`src/rtl/fetch_pkg.sv`:
```
// fetch_pkg
//   Shared types and constants for the instruction fetch front end.
//   - fetch_state_t : fetch controller states (FETCH, HALTED)
//   - HALT_OPCODE   : opcode value in instr[OPCODE_MSB:OPCODE_LSB] that stops fetch
//   - fetch_entry_t : one prefetch queue entry, {pc, instr}
//   - is_halt()     : opcode decode helper
//   Optional feature macro used by the top: FETCH_PERF_CNT_EN.
package fetch_pkg;

  localparam int FETCH_ADDR_W  = 16;
  localparam int FETCH_INSTR_W = 32;

  localparam int OPCODE_MSB = 31;
  localparam int OPCODE_LSB = 26;
  localparam logic [OPCODE_MSB-OPCODE_LSB:0] HALT_OPCODE = 6'b111111;

  typedef enum logic {
    FETCH  = 1'b0,
    HALTED = 1'b1
  } fetch_state_t;

  typedef struct packed {
    logic [FETCH_ADDR_W-1:0]  pc;
    logic [FETCH_INSTR_W-1:0] instr;
  } fetch_entry_t;

  function automatic logic is_halt(input logic [FETCH_INSTR_W-1:0] instr);
    return instr[OPCODE_MSB:OPCODE_LSB] == HALT_OPCODE;
  endfunction

endpackage

```
`src/rtl/fetch_queue.sv`:
```
// fetch_queue
//   Synchronous FIFO of fetch_entry_t used as the fetch prefetch buffer.
//   Ports:
//     clk, rst_n  : clock, asynchronous active-low reset
//     push        : write push_data (ignored when full without a pop, or on flush)
//     push_data   : entry to write
//     pop         : remove head (ignored when empty)
//     flush       : discard all entries; wins over push
//     head        : current head entry (stale when empty)
//     full, empty : occupancy flags
//   DEPTH must be a power of two, >= 2, so the pointers wrap naturally.
import fetch_pkg::*;

module fetch_queue #(
  parameter int DEPTH = 2
) (
  input  logic         clk,
  input  logic         rst_n,
  input  logic         push,
  input  fetch_entry_t push_data,
  input  logic         pop,
  input  logic         flush,
  output fetch_entry_t head,
  output logic         full,
  output logic         empty
);

  localparam int PTR_W = $clog2(DEPTH);
  localparam int CNT_W = PTR_W + 1;

  fetch_entry_t     mem_q [DEPTH];
  fetch_entry_t     mem_d [DEPTH];
  logic [PTR_W-1:0] wr_ptr_q, wr_ptr_d;
  logic [PTR_W-1:0] rd_ptr_q, rd_ptr_d;
  logic [CNT_W-1:0] count_q, count_d;
  logic             do_push;
  logic             do_pop;

  assign empty = (count_q == '0);
  assign full  = (count_q == CNT_W'(DEPTH));
  assign head  = mem_q[rd_ptr_q];

  // A pop frees the slot this same edge, so a full queue can still accept a push.
  assign do_pop  = pop && !empty;
  assign do_push = push && !flush && (!full || do_pop);

  always_comb begin
    mem_d    = mem_q;
    wr_ptr_d = wr_ptr_q;
    rd_ptr_d = rd_ptr_q;
    count_d  = count_q;
    if (flush) begin
      // Storage is left as-is; only the bookkeeping is cleared.
      wr_ptr_d = '0;
      rd_ptr_d = '0;
      count_d  = '0;
    end else begin
      if (do_push) begin
        mem_d[wr_ptr_q] = push_data;
        wr_ptr_d        = wr_ptr_q + PTR_W'(1);
      end
      if (do_pop) begin
        rd_ptr_d = rd_ptr_q + PTR_W'(1);
      end
      case ({do_push, do_pop})
        2'b10:   count_d = count_q + CNT_W'(1);
        2'b01:   count_d = count_q - CNT_W'(1);
        default: count_d = count_q;
      endcase
    end
  end

  always_ff @(posedge clk or negedge rst_n) begin
    if (!rst_n) begin
      mem_q    <= '{default: '0};
      wr_ptr_q <= '0;
      rd_ptr_q <= '0;
      count_q  <= '0;
    end else begin
      mem_q    <= mem_d;
      wr_ptr_q <= wr_ptr_d;
      rd_ptr_q <= rd_ptr_d;
      count_q  <= count_d;
    end
  end

endmodule

```
`src/rtl/instr_fetch_unit.sv`:
```
// instr_fetch_unit
//   Core front end: owns the PC, addresses a combinational instruction memory,
//   buffers {pc, instr} pairs in a prefetch queue and hands them to the decoder
//   on a valid/ready handshake. Redirects from execute flush the queue and reload
//   the PC; a HALT opcode stops fetching after it has been queued.
//   Ports:
//     clk, rst_n      : clock, asynchronous active-low reset
//     imem_addr       : instruction memory address (the PC register)
//     imem_instr      : instruction read combinationally at imem_addr
//     redirect_valid  : load redirect_pc into the PC and flush the queue
//     redirect_pc     : redirect target
//     if_valid/ready  : decoder handshake for the queue head
//     if_instr/if_pc  : queue head contents
//     halted          : fetch stopped after a HALT was queued
//     perf_fetched    : (FETCH_PERF_CNT_EN only) number of queue pushes
//     perf_redirects  : (FETCH_PERF_CNT_EN only) number of redirect cycles
//   Configuration macro: FETCH_PERF_CNT_EN adds the performance counters.
//   ADDR_W/INSTR_W must match the widths of fetch_entry_t in fetch_pkg.
import fetch_pkg::*;

module instr_fetch_unit #(
  parameter int                ADDR_W   = 16,
  parameter int                INSTR_W  = 32,
  parameter int                Q_DEPTH  = 2,
  parameter logic [ADDR_W-1:0] RESET_PC = '0
) (
  input  logic               clk,
  input  logic               rst_n,
  output logic [ADDR_W-1:0]  imem_addr,
  input  logic [INSTR_W-1:0] imem_instr,
  input  logic               redirect_valid,
  input  logic [ADDR_W-1:0]  redirect_pc,
  output logic               if_valid,
  input  logic               if_ready,
  output logic [INSTR_W-1:0] if_instr,
  output logic [ADDR_W-1:0]  if_pc,
  output logic               halted
`ifdef FETCH_PERF_CNT_EN
  ,
  output logic [31:0]        perf_fetched,
  output logic [31:0]        perf_redirects
`endif
);

  fetch_state_t      state_q, state_d;
  logic [ADDR_W-1:0] pc_q, pc_d;
  logic              q_push;
  logic              q_pop;
  logic              q_flush;
  logic              q_full;
  logic              q_empty;
  fetch_entry_t      q_wdata;
  fetch_entry_t      q_head;

  assign q_pop   = if_valid && if_ready;
  assign q_wdata = '{pc: pc_q, instr: imem_instr};

  fetch_queue #(
    .DEPTH(Q_DEPTH)
  ) u_queue (
    .clk      (clk),
    .rst_n    (rst_n),
    .push     (q_push),
    .push_data(q_wdata),
    .pop      (q_pop),
    .flush    (q_flush),
    .head     (q_head),
    .full     (q_full),
    .empty    (q_empty)
  );

  assign imem_addr = pc_q;
  assign if_valid  = !q_empty;
  assign if_pc     = q_head.pc;
  assign if_instr  = q_head.instr;
  assign halted    = (state_q == HALTED);

  // Redirect beats everything, including a fetch that would otherwise happen
  // this cycle. The HALT instruction itself is queued; only later fetches stop.
  always_comb begin
    state_d = state_q;
    pc_d    = pc_q;
    q_push  = 1'b0;
    q_flush = 1'b0;
    if (redirect_valid) begin
      q_flush = 1'b1;
      pc_d    = redirect_pc;
      state_d = FETCH;
    end else if (state_q == FETCH && (!q_full || q_pop)) begin
      q_push = 1'b1;
      pc_d   = pc_q + ADDR_W'(1);
      if (is_halt(imem_instr)) begin
        state_d = HALTED;
      end
    end
  end

  always_ff @(posedge clk or negedge rst_n) begin
    if (!rst_n) begin
      state_q <= FETCH;
      pc_q    <= RESET_PC;
    end else begin
      state_q <= state_d;
      pc_q    <= pc_d;
    end
  end

`ifdef FETCH_PERF_CNT_EN
  logic [31:0] perf_fetched_q, perf_fetched_d;
  logic [31:0] perf_redirects_q, perf_redirects_d;

  always_comb begin
    perf_fetched_d   = perf_fetched_q + (q_push ? 32'd1 : 32'd0);
    perf_redirects_d = perf_redirects_q + (redirect_valid ? 32'd1 : 32'd0);
  end

  always_ff @(posedge clk or negedge rst_n) begin
    if (!rst_n) begin
      perf_fetched_q   <= '0;
      perf_redirects_q <= '0;
    end else begin
      perf_fetched_q   <= perf_fetched_d;
      perf_redirects_q <= perf_redirects_d;
    end
  end

  assign perf_fetched   = perf_fetched_q;
  assign perf_redirects = perf_redirects_q;
`endif

endmodule
```
`config.mk`:
```
export PLATFORM = sky130hd
export DESIGN_NAME = instr_fetch_unit
export DESIGN_NICKNAME = d
export VERILOG_FILES = /design/src/rtl/fetch_pkg.sv /design/src/rtl/fetch_queue.sv /design/src/rtl/instr_fetch_unit.sv
export SDC_FILE = /design/constraint.sdc
export NUM_CORES = 1
export LEC_CHECK = 0
export CELL_PAD_IN_SITES_DETAIL_PLACEMENT = 1
export CELL_PAD_IN_SITES_GLOBAL_PLACEMENT = 2
export CORE_MARGIN = 5
export CORE_UTILIZATION = 37
export CTS_CLUSTER_SIZE = 40
export DETAILED_ROUTE_END_ITERATION = 6
export PLACE_DENSITY_LB_ADDON = 0.1
export SLEW_MARGIN = 20
export SYNTH_ARGS = -nofsm -noshare
export SYNTH_HDL_FRONTEND = slang
export SYNTH_HIERARCHICAL = 1
export SYNTH_SLANG_ARGS = --single-unit
```
`constraint.sdc`:
```
create_clock -name clk -period 5.1 [get_ports clk]
set_clock_uncertainty 0.2 [all_clocks]
set_input_delay 1.02 -clock clk [delete_from_list [all_inputs] [get_ports clk]]
set_output_delay 1.02 -clock clk [all_outputs]
set_load 0.02 [all_outputs]
```
==> metrics.md <==
| Metric | Value |
|---|---|
| Status | `complete, no violations` |
| Crit path time final | `3880 ps` |
| Critical path arrival | `between 3000 and 4000 ps` |
| R2R Setup Slk | `1620 ps` |
| Type of the most critical hold path | `reg2reg` |
| Drt pass-1 iters | `4` |
| Synth Warn # | `6` |
| Area growth syn-to-layout | `35.7%` |
| Number of flops mapped to enable cells by yosys | `0` |
| Register bit count reported by yosys | `117` |
| Nets | `about 580` |
| DR vias | `3,634` |
| Syn_area_per_cell | `about 14 um2` |
| VDD IR max | `around 0.23 mV` |
| Syn Nets | `455` |
| Reg2reg path depth | `7` |
| # DRC | `0` |
| Ys async rst share | `100%` |
| Drt total wl | `13,300 um` |
| Slew of the pin with the lowest slew margin | `877 ps` |
| Pleak | `3.12 nW` |
| Critical Path Start | `if_ready` |
| Post-synth cell types | `41` |
| Die area | `17,300 um2` |
| Clock tree buffer depth | `2` |
| Critical path endpoint category | `register` |
| Initial antenna violation count | `0` |
| Maximum number of pins on one net before global-route repair | `57` |
| Post-cts sizing count | `0` |
| Die Height | `132 um` |
| Ports | `118` |
| Slew Limit Headroom | `41.4%` |
| Max Cap Viol | `0` |
| Dpl hpwl | `8930 um` |
| Cell Area, Synth | `5480 um2` |
| FMAX | `0.258 GHz` |
| First-pass GRT wire length | `22,100 um` |
| Fin. Hold Viols | `0` |
| Worst R2R End | `u_queue/mem_q[78]` |
| # clock sinks | `117` |
| Starting DRT DRC Count | `178` |
| GRT Resource Usage Total | `15.9%` |
| Cell Rows | `44` |
| Fin cells | `720` |
| Reg clk slew, reported paths | `~50 ps` |
| Seq/Total Area, Yosys | `a little over half` |
| Final setup viols | `0` |
| Setup CP Type | `in2reg` |
| Hold_ws | `299 ps` |
| Synth area leaders | `dfrtp_1 (53%), mux2_2 (28%), mux2_4 (2.5%)` |
| Antenna viol nets, final | `0` |
| Via/cell ratio | `5.05` |
| Post-Place Cells | `688` |
| Cts-stage hold buffer count | `0` |
| Root Buffer | `clkbuf_16` |
| Setup TNS | `0 ps` |
| GPL Wtd Cong | `0.752` |
| CTS tree | `built` |
| Diode count | `0` |
| Crit Path Max Fanout | `44` |
| Width of the die | `132 um` |
| Beginning of the worst register-to-register path | `u_queue/count_q[0]` |
| Period utilisation layout | `76.0%` |
| H-tree levels | `4` |
| Routed len/inst | `roughly 18 um` |
| Worst Setup EP | `u_queue/mem_q[78]` |
| Top_reg_cell synth | `dfrtp_1` |
| Max Transition Viols Final | `0` |
| Ratio of cells with drive above 1 in the final layout | `36.4%` |
| Critical path launch point type | `input pin` |
| Post-CTS setup buffer count | `0` |
| Worst Path Required | `5190 ps` |
| PortBufs | `117` |
| CTS buffer count | `17` |
| Global route total overflow | `0` |
| Post-Synthesis Cells | `around 400` |
| Pwr dens | `around 490 nW/um2` |
| Initial Util | `37.7%` |
| RSZ-0062 raised after global routing | `no` |
| Core ar. | `14,500 um2` |
| Yosys top cell area share | `53.5%` |
| Clk_lat worst skew | `410 ps` |
| Number of global-route vias before repair | `4,211` |
| Post-synth top area cell | `dfrtp_1` |
-- metrics by stage --
| step | worst slack (ps) | utilization [%] | cell area, um2 | total power, mW |
|---|---|---|---|---|
| 5_1_grt | 1070 | 51.1 | 7430 | 3.84 |
| 3_5_place_dp | 819 | 47.0 | 6840 | 2.49 |
| 6_report | 1220 | 51.1 | 7430 | 3.65 |
| 3_3_place_gp | 927 | 47.0 | 6840 | 2.45 |
| 2_1_floorplan | 1840 | - | 5480 | 2.02 |
| 4_1_cts | 1260 | 51.1 | 7430 | 3.71 |
-- synthesized netlist by cell type (3+ instances only) --
| cell | instances |
|---|---|
| o31a_1 | 6 |
| a21oi_1 | 10 |
| nand2_1 | 14 |
| and3_1 | 5 |
| buf_1 | 4 |
| clkbuf_1 | 7 |
| a211oi_1 | 6 |
| mux2_4 | 9 |
| nand4_1 | 3 |
| nor2b_1 | 3 |
| xnor2_1 | 8 |
| inv_1 | 12 |
| o21ai_0 | 11 |
| nor2_1 | 8 |
| mux2_2 | 135 |
| nand2b_1 | 7 |
| buf_2 | 8 |
| dfrtp_1 | 117 |
-- metal layers --
metal,vias to the layer above,wire [um],global-route usage (%)
met3,14,700,5.54
met5,-,0,0
met1,1854,5780,19.0
met4,0,195,5.49
met2,83,6620,26.7
li1,1683,-,-
-- state kept, by name, indices dropped and copies added, names as in the netlist --
| register | flops |
|---|---|
| halted | 1 |
| imem_addr | 16 |
| u_queue/count_q | 2 |
| u_queue/mem_q | 96 |
| u_queue/rd_ptr_q | 1 |
| u_queue/wr_ptr_q | 1 |
-- power by group --
group | switching [mW] | internal [mW]
Combinational | 0.448 | 0.623
Clock | 0.410 | 0.779
Sequential | 0.170 | 1.22
Total | 1.03 | 2.63
-- cell type report --
class | count | area [um2]
Inverter | 12 | 45.0
Clock buffer | 23 | 498
Multi-Input combinational cell | 250 | 2390
Sequential cell | 117 | 2930
Tap cell | 184 | 230
Clock inverter | 9 | 98.8
Fill cell | 1452 | 7100
Timing Repair Buffer | 125 | 1240
-- how the worst min path moves through the flow --
stage / from / to / slack [ps] / depth (start not counted)
after floorplan: u_queue/mem_q[0] / u_queue/mem_q[0] / 270 / 1
after global placement: u_queue/mem_q[5] / u_queue/mem_q[5] / 280 / 1
after detailed placement: u_queue/mem_q[24] / u_queue/mem_q[24] / 290 / 1
after CTS: u_queue/mem_q[24] / u_queue/mem_q[24] / 310 / 1
after global routing: u_queue/mem_q[2] / u_queue/mem_q[2] / 320 / 1
final: u_queue/mem_q[1] / u_queue/mem_q[1] / 300 / 1
-- layout by cell type (no fill, tap or decap), types with 2 or more instances in the layout --
cell type / count
inv_1: 12
dfrtp_1: 116
o31a_1: 6
xnor2_1: 8
mux2_4: 9
a211oi_1: 6
a2111oi_4: 2
buf_4: 8
nand2b_1: 7
nand3_1: 2
nand2_1: 14
nor2_1: 8
clkinv_2: 6
nor2b_1: 3
a21oi_1: 10
nand4_1: 3
o21ai_0: 11
clkdlybuf4s50_1: 116
bufinv_16: 2
clkbuf_16: 17
and3_1: 5
clkbuf_8: 5
and3_2: 2
mux2_2: 135
-- critical path, stage by stage --
cell	delay [ps]
clkdlybuf4s50_1	510
nand2b_4	130
a21oi_1	360
nor2b_1	510
or4b_2	800
buf_12	260
mux2_2	310
-- kinds of logic after synthesis --
kind of cell | synth area share (%)
AOI/OAI and AO/OA | 5.41
xor gates and xnor gates | 1.44
muxes | 30.4
DFF | 53.5
adders and majority gates | 0.228
and+or+nand+nor | 6.05
buffers and inverters | 2.99
No activity file was read; power rests on OpenSTA's default activity.
==> patch, RTL diff (same flow settings) <==
The option `FETCH_PERF_CNT_EN` is turned on by a define.
--- a/src/rtl/instr_fetch_unit.sv
+++ b/src/rtl/instr_fetch_unit.sv
@@ -18,2 +18,4 @@
 //   ADDR_W/INSTR_W must match the widths of fetch_entry_t in fetch_pkg.
+`define FETCH_PERF_CNT_EN
+
 import fetch_pkg::*;
Behaviour (old outputs only; new: perf_fetched and perf_redirects): same outputs for any inputs over 4 cycles, from zero or initial values and one cycle with rst_n low; that may be too few to reach the edited logic, so the function may still have changed.
==> patch against the original RTL <==
- cell area up 48%
- worst setup slack better by 0.043 ns
- area after synthesis is 53% higher
- critical path depth is 4 lower
- routed wire length grew 64%
- combinational power up 27%
- non-clock buffer count grew 62
- sequential cell count rose by 64
- power up 28%
- count of clock-buffer cells in the layout fell by 5
- clock power rose by 8%
- highest routed layer unchanged
==> patch: results (changes against the original RTL) <==
The clock buffer count came to 18 (-22%). The fraction of layout cells with a size suffix above 1 is 0.236 (-0.128). The maximum cell stage delay along the critical path came out at 0.74 ns (-0.06 ns). The area of the multi-input gates was 3640 um^2 (+52%). The maximum vdd drop came out at 184 uV (-21%). The latest clock arrival within the worst-skew pair is 0.43 ns (+0.02 ns). The endpoint of the worst hold path is perf_redirects[31].

In this run the worst setup path begins at u_queue/rd_ptr_q. The global-route track usage on met3 came to 0.0354 (-0.0201). By count the netlist is led by 181 x dfrtp_1, 135 x mux2_2, 53 x xnor2_1. The clock group total power came out at 1.28 mW (+8%). The arrival time reported for the critical path endpoint is 2.61 ns (-1.35 ns). Following the worst setup path forward leads to its endpoint at if_instr[1]. The worst reg2reg path depth came out at 10 (+3).

The overall fraction of global-route tracks in use is 0.171 (+0.0117). The combinational gate power is 1.36 mW (+27%). The number of multi-input combinational cells in the layout is 429 (+72%). In this run the critical register-to-register path is captured at perf_fetched[18]. The count of placed standard cells including taps was 1092 (+59%). The global-route wire length before repair came out at 35500 um (+60%). The initial DRC count is 176 (-1.1%). The wire length per cell after detailed routing is 19.5 um (+5.3%). The fraction of the yosys area taken by sequential cells was 0.542 (+0.00738). The number of unique standard cell types used by synthesis came out at 54 (+32%). The sequential fraction of total cell area is 0.412 (+0.0174). The port buffer count came to 181 (+55%). The worst hold path begins at perf_redirects[31]. The fraction of met2 tracks used by global routing came out at 0.305 (+0.0384).

The via count of the first global-routing pass came out at 6563 (+56%). The net load switching power came out at 1.49 mW (+45%). The pin count of the biggest net entering global routing is 101 (+77%). The net count after synthesis is 706 (+55%). The number of nets in the final layout came to 884 (+53%).

In the post-synthesis netlist, the biggest area contributors are dfrtp_1 54%, mux2_2 18%, xnor2_1 5.6%, nand4_1 2.3%, nand3_1 1.7%. The mean post-synth cell area is 12.9 um^2 (-5.3%). The run finished with clean final reports. The non-clock buffering overhead in the final layout was 0.170 (+0.00290). The slowest stage of the critical path belongs to the cell dfrtp_2. The clock tree cell share of total cell area is 0.0518 (-0.0285). The worst setup timing slack at the placement stage came out at 0.854 ns (+0.0351 ns).

The actual transition at the worst max-transition pin came to 0.817 ns (-0.0600 ns). The static leakage came out at 4.58 nW (+47%). The clock-pin slew on the worst setup and hold paths was 0.07 ns (+0.02 ns).

The count of filler cells inserted in the layout came out at 2280 (+57%). The clock sink count is 181 (+55%). The total via count in the routed design came out at 5824 (+60%).
==> patch: cells by family after synthesis <==
logic type	after synthesis	synth area share
and+or+nand+nor	174	0.126
xor gates and xnor gates	66	0.0692
muxes	145	0.199
DFF	181	0.542
AOI/OAI and AO/OA	38	0.0316
adders and majority gates	6	0.00898
buffers and inverters	38	0.0226
==> patch: routing by layer <==
layer	routed length, um	vias up
met5	0	-
met3	807	15
met2	11200	121
met4	211	0
li1	-	2702
met1	9650	2986
==> patch: critical path: cells and delay by family (launching register included) <==
kind / cells / cell delay, ns
multiplexers: 1 / 0.38
flip-flops: 1 / 0.74
buffers and inverters: 2 / 1.06
==> patch: through the flow <==
stage	cell area (um^2)	hold slack, ns	power, mW
5_1_grt	11000	0.306	4.92
3_5_place_dp	10400	0.264	3.45
6_report	11000	0.270	4.68
4_1_cts	11000	0.279	4.76
2_1_floorplan	8360	0.275	2.79
3_3_place_gp	10400	0.259	3.38
